[src/rtl/display_frame_sequencer.sv]
// Frame scheduler feeding the 5x7 column-scan displayer: stores up to DEPTH
// frames, then plays them with a programmable hold time and blanking gaps.
module display_frame_sequencer #(
  parameter int DATA_WIDTH   = 35,
  parameter int DEPTH        = 4,
  parameter int HOLD_WIDTH   = 16,
  parameter int BLANK_CYCLES = 2
) (
  input  logic                         clk,
  input  logic                         reset,
  input  logic                         wr_valid,
  input  logic [DATA_WIDTH-1:0]        wr_data,
  output logic                         wr_ready,
  input  logic                         clear,
  input  logic                         start,
  input  logic                         stop,
  input  logic                         loop_en,
  input  logic [HOLD_WIDTH-1:0]        hold_cycles,
  output logic [DATA_WIDTH-1:0]        image,
  output logic                         display_enable,
  output logic [$clog2(DEPTH)-1:0]     frame_index,
  output logic [$clog2(DEPTH):0]       frame_count,
  output logic                         busy,
  output logic                         seq_done
);

  // state | meaning
  // IDLE  | store writable, image=0, waiting for start
  // SHOW  | current frame on image with display_enable high for the hold time
  // BLANK | display_enable low for BLANK_CYCLES, then next frame / wrap / end
  typedef enum logic [1:0] {IDLE, SHOW, BLANK} state_t;

  localparam int IW = $clog2(DEPTH);
  localparam int BW = (BLANK_CYCLES > 1) ? $clog2(BLANK_CYCLES) : 1;
  localparam logic [BW-1:0] BLANK_LOAD = BW'(BLANK_CYCLES - 1);
  localparam logic [IW:0]   DEPTH_C    = (IW+1)'(DEPTH);

  state_t                state;
  logic [DATA_WIDTH-1:0] store [DEPTH];
  logic [HOLD_WIDTH-1:0] hold_cnt;
  logic [BW-1:0]         blank_cnt;
  logic                  wr_fire;
  logic                  last_frame;
  logic [IW-1:0]         next_index;

  assign wr_ready   = (state == IDLE) && (frame_count < DEPTH_C) && !clear;
  assign wr_fire    = wr_valid && wr_ready;
  assign last_frame = ({1'b0, frame_index} == (frame_count - (IW+1)'(1)));
  assign next_index = last_frame ? '0 : frame_index + 1'b1;

  // Store has no reset: contents are meaningless until written.
  always_ff @(posedge clk) begin
    if (wr_fire) store[frame_count[IW-1:0]] <= wr_data;
  end

  always_ff @(posedge clk or negedge reset) begin
    if (!reset) begin
      state          <= IDLE;
      frame_count    <= '0;
      frame_index    <= '0;
      hold_cnt       <= '0;
      blank_cnt      <= '0;
      image          <= '0;
      display_enable <= 1'b0;
      busy           <= 1'b0;
      seq_done       <= 1'b0;
    end else begin
      seq_done <= 1'b0;
      if (stop && state != IDLE) begin
        state          <= IDLE;
        image          <= '0;
        display_enable <= 1'b0;
        busy           <= 1'b0;
        seq_done       <= 1'b1;
      end else begin
        case (state)
          IDLE: begin
            if (clear)        frame_count <= '0;
            else if (wr_fire) frame_count <= frame_count + 1'b1;
            if (start && frame_count != '0 && !clear) begin
              state          <= SHOW;
              frame_index    <= '0;
              hold_cnt       <= hold_cycles;
              image          <= store[0];
              display_enable <= 1'b1;
              busy           <= 1'b1;
            end
          end
          SHOW: begin
            // hold of 0 or 1 both end the frame after a single clock
            if (hold_cnt[HOLD_WIDTH-1:1] == '0) begin
              state          <= BLANK;
              display_enable <= 1'b0;
              blank_cnt      <= BLANK_LOAD;
            end else begin
              hold_cnt <= hold_cnt - 1'b1;
            end
          end
          BLANK: begin
            if (blank_cnt != '0) begin
              blank_cnt <= blank_cnt - 1'b1;
            end else if (!last_frame || loop_en) begin
              state          <= SHOW;
              frame_index    <= next_index;
              image          <= store[next_index];
              hold_cnt       <= hold_cycles;
              display_enable <= 1'b1;
            end else begin
              state    <= IDLE;
              image    <= '0;
              busy     <= 1'b0;
              seq_done <= 1'b1;
            end
          end
          default: state <= IDLE;
        endcase
      end
    end
  end

endmodule

[config.mk]
export PLATFORM = sky130hd
export DESIGN_NAME = display_frame_sequencer
export DESIGN_NICKNAME = d
export VERILOG_FILES = /design/src/rtl/display_frame_sequencer.sv
export SDC_FILE = /design/constraint.sdc
export NUM_CORES = 1
export LEC_CHECK = 0
export BUFFER_PORTS_ARGS = -buffer_cell sky130_fd_sc_hd__clkbuf_2
export CELL_PAD_IN_SITES_DETAIL_PLACEMENT = 1
export CELL_PAD_IN_SITES_GLOBAL_PLACEMENT = 2
export CORE_UTILIZATION = 35
export DETAILED_ROUTE_END_ITERATION = 10
export PLACE_DENSITY = 0.84
export SLEW_MARGIN = 30
export SYNTH_ARGS = -nofsm -noshare
export SYNTH_HDL_FRONTEND = slang
export SYNTH_SLANG_ARGS = --single-unit
[constraint.sdc]
create_clock -name clk -period 2.81 [get_ports clk]
set_clock_uncertainty 0.2 [all_clocks]
set_input_delay 0.562 -clock clk [delete_from_list [all_inputs] [get_ports clk]]
set_output_delay 0.562 -clock clk [all_outputs]
set_load 0.05 [all_outputs]
==> reports/results.txt <==
outcome = finished, final reports clean
worst reg2reg startpoint = frame_count[0]$_DFFE_PN0P_
nets@finish = 745
global router's overall resource usage = 18.1%
number of placed I/O pins = 102
classification of the worst-slack hold path = primary input to flop
syn_area_per_cell = 15.1 um^2
remaining routing DRC violations = 0
post-route clock period utilization = 97.0%
most common flop cell mapped by yosys = sky130_fd_sc_hd__edfxtp_1
floorplan die width = 156 um
count of flip-flops with a built-in enable after synthesis = 140
minimum period implied by the final worst setup slack = 2730 ps
Power, Total = 0.0120 W
effective utilization at floorplan = 36.1%
pre-CTS worst setup slack = -65.7 ps
Req. time, crit path = 3070 ps
data arrival time of the critical path = 2990 ps
final instance count without filler cells = 1,007
Fin Setup TNS = 0 ps
pin count of the biggest net entering global routing = 52
maximum number of buffers from clock root to sink = 3
H-tree depth = 1
count of final max-slew check failures = 0
Die Height = 156 um
Critical Path Source Type = flop
global-route wire length before repair = 33.5 mm
maximum VDD drop = 0.531 mV
launching element of the worst setup path = frame_count[0]$_DFFE_PN0P_
hold violation total from the final report = 0
Clock Root Buffer = sky130_fd_sc_hd__clkbuf_16
ratio of cells with drive above 1 in the final layout = 30.9%
Total Die Area = 24,200 um^2
area growth from synthesis to final layout = 24.2%
post-DR vias/cell = 5.27
flops & latches, synth = 202
sequential share of the synthesized area = 69.6%
Net Count, Synth = 618
maxcap violations = 0
maximum clock rate = 0.367 GHz
critical path capture point = image[10]$_DFFE_PN0P_
via count of the first global-routing pass = 5,940
share of synthesized flip-flops with an asynchronous set or reset = 30.7%
final HPWL from detailed placement = 13.7 mm
Iteration-0 DRC Markers = 214
worst slew slack as a fraction of its limit = 48.0%
placed cells = 962
core outline area = 22,900 um^2
PwrDens = 1170 nW/um^2
depth of the worst register-to-register path = 9
Critical Path Fanout Max = 23
Finished Core Util = 44.8%
initial antenna violation count = 1
Critical Setup Path Class = flop to flop
number of fillers in the final layout = 2,301
number of nets still failing antenna checks after routing = 0
final number of setup-violating endpoints = 0
routed via count = 5,308
Cell Rows = 55
number of instances in the synthesized netlist = 549
Leakage Power = 4.10 nW
Inserted Clock Buffers = 23
synthesized area = 8260 um^2
port buffer count = 101
R2R Setup Slk = 80 ps
clk slew on worst S/H paths = 60 ps
Yosys cell types = 56
CTS sink cnt = 202
critical path capture point type = flop
RSZ-0062 raised after global routing = true
Final GP Congestion = 0.825
FF-to-FF End = image[10]$_DFFE_PN0P_
CTS tree = yes
post-route setup slack = 83.9 ps
count of synthesis-stage warnings from yosys = 0
aggregate routed wire length = 21.7 mm
DR pass1 iterations = 4
WL/cell = 21.6 um
insertion delay to the later sink of the worst-skew pair = 520 ps
sum of overflow across all layers after global routing = 0
worst-margin pin slew = 780 ps
layout by cell type, fill, tap and decap left out, types with 13 or more instances in the layout:
master,n
sky130_fd_sc_hd__mux2i_1,29
sky130_fd_sc_hd__a22o_1,25
sky130_fd_sc_hd__nand2_1,16
sky130_fd_sc_hd__inv_1,16
sky130_fd_sc_hd__nand3_1,13
sky130_fd_sc_hd__mux2_2,23
sky130_fd_sc_hd__buf_4,20
sky130_fd_sc_hd__dfrtp_1,60
sky130_fd_sc_hd__o22ai_1,14
sky130_fd_sc_hd__clkbuf_2,99
sky130_fd_sc_hd__nor2_1,24
sky130_fd_sc_hd__a221o_1,24
sky130_fd_sc_hd__edfxtp_1,140
sky130_fd_sc_hd__clkbuf_16,23
where the power goes:
group          total, W  switching [W]  internal (W)
combinational   0.00466        0.00294       0.00171
clock           0.00313        0.00122       0.00190
sequential      0.00422       0.000438       0.00378
kinds of logic after synthesis:
kind of cell	Yosys count	share of synthesized area, %
AO/OA/AOI/OAI	134	12.7
XOR/XNOR	3	0.409
adder cells (fa/ha/maj)	11	1.67
buffers and inverters	43	2.18
flip-flops	202	69.6
multiplexers	52	6.65
AND/OR/NAND/NOR	104	6.80
critical path, cell delays in order, from the launching register on:
cell,delay [ps]
sky130_fd_sc_hd__dfrtp_2,400
sky130_fd_sc_hd__inv_1,140
sky130_fd_sc_hd__ha_1,290
sky130_fd_sc_hd__xnor2_4,180
sky130_fd_sc_hd__nand3_1,120
sky130_fd_sc_hd__a22o_1,290
sky130_fd_sc_hd__or3_1,390
sky130_fd_sc_hd__a21oi_2,240
sky130_fd_sc_hd__buf_12,210
sky130_fd_sc_hd__a221o_1,180
area by class of cell:
type | instances | area, um^2 | share of cell area (%)
Sequential cell | 202 | 5760 | 56.1
Timing Repair Buffer | 129 | 836 | 8.14
Clock inverter | 12 | 161 | 1.57
Multi-Input combinational cell | 304 | 2410 | 23.5
Inverter | 16 | 60.1 | 0.585
Tap cell | 313 | 392 | 3.81
Clock buffer | 30 | 642 | 6.25
Antenna cell | 1 | 2.50 | 0.0244
worst min path at each step:
stage	start	endpoint	slack [ps]	cells past startpoint
6_report	wr_data[20]	store[3][20]$_DFFE_PP_	50	1
3_3_place_gp	store[0][29]$_DFFE_PP_	image[29]$_DFFE_PN0P_	260	1
2_1_floorplan	reset	blank_cnt$_DFFE_PN0P_	70	0
3_5_place_dp	store[0][3]$_DFFE_PP_	image[3]$_DFFE_PN0P_	270	1
5_1_grt	wr_data[20]	store[3][20]$_DFFE_PP_	40	1
4_1_cts	wr_data[20]	store[3][20]$_DFFE_PP_	30	1
through the flow:
| step | hold WS (ps) | instance area, um^2 |
|---|---|---|
| after floorplan | 66.4 | 8280 |
| after global placement | 257 | 9400 |
| after detailed placement | 273 | 9400 |
| after CTS | 31.2 | 10200 |
| after global routing | 39.1 | 10300 |
| final | 51.2 | 10300 |
flip-flops by register name (all words and copies together) (netlist names):
register,count
image,35
display_enable,1
blank_cnt,1
store,140
state,2
hold_cnt,16
frame_index,2
busy,1
frame_count,3
seq_done,1
synthesized netlist by cell type (all sizes together) (2+ instances only):
cell type	count	area (um^2)
or3b	2	20.0
nor4b	2	32.5
nand2b	2	15.0
edfxtp	140	4200
mux2i	29	290
nand3	14	70.1
nor3	10	50.1
or3	7	43.8
o22ai	14	87.6
a22o	25	219
a31oi	4	25.0
inv	16	60.1
nand4	5	31.3
or2b	2	15.0
and3	6	37.5
o21ai	15	78.8
nor2	24	90.1
a221o	25	251
ha	11	138
mux2	23	259
dfrtp	62	1550
o221ai	12	105
buf	15	75.1
o211ai	2	15.0
a21o	3	22.5
nand2	16	60.1
a22oi	12	90.1
nor2b	3	18.8
a21oi	12	63.8
and2	6	37.5
clkbuf	12	45.0
xor2	2	17.5
per-layer routing:
layer  share of wire, %  global-route usage, %  up-vias  wire (um)
li1                   -                      -     2430          -
met1                 41                   21.8     2718       8900
met2                 51                   32.5      126      11100
met3                6.3                   4.58       32       1370
met4                1.6                   4.11        2        353
met5              0.060                      0        -         13
what timing repair did:
| action | CTS | global route |
|---|---|---|
| hold buffers | 1 | 0 |
| hold endpoints to repair | 49 | 0 |
| cloned | 0 | 0 |
| setup buffers | 0 | 1 |
| resized for setup | 3 | 7 |
| pin swaps | 0 | 2 |
| endpoints found under the setup margin | 26 | 44 |
No activity file was read; power rests on OpenSTA's default activity.
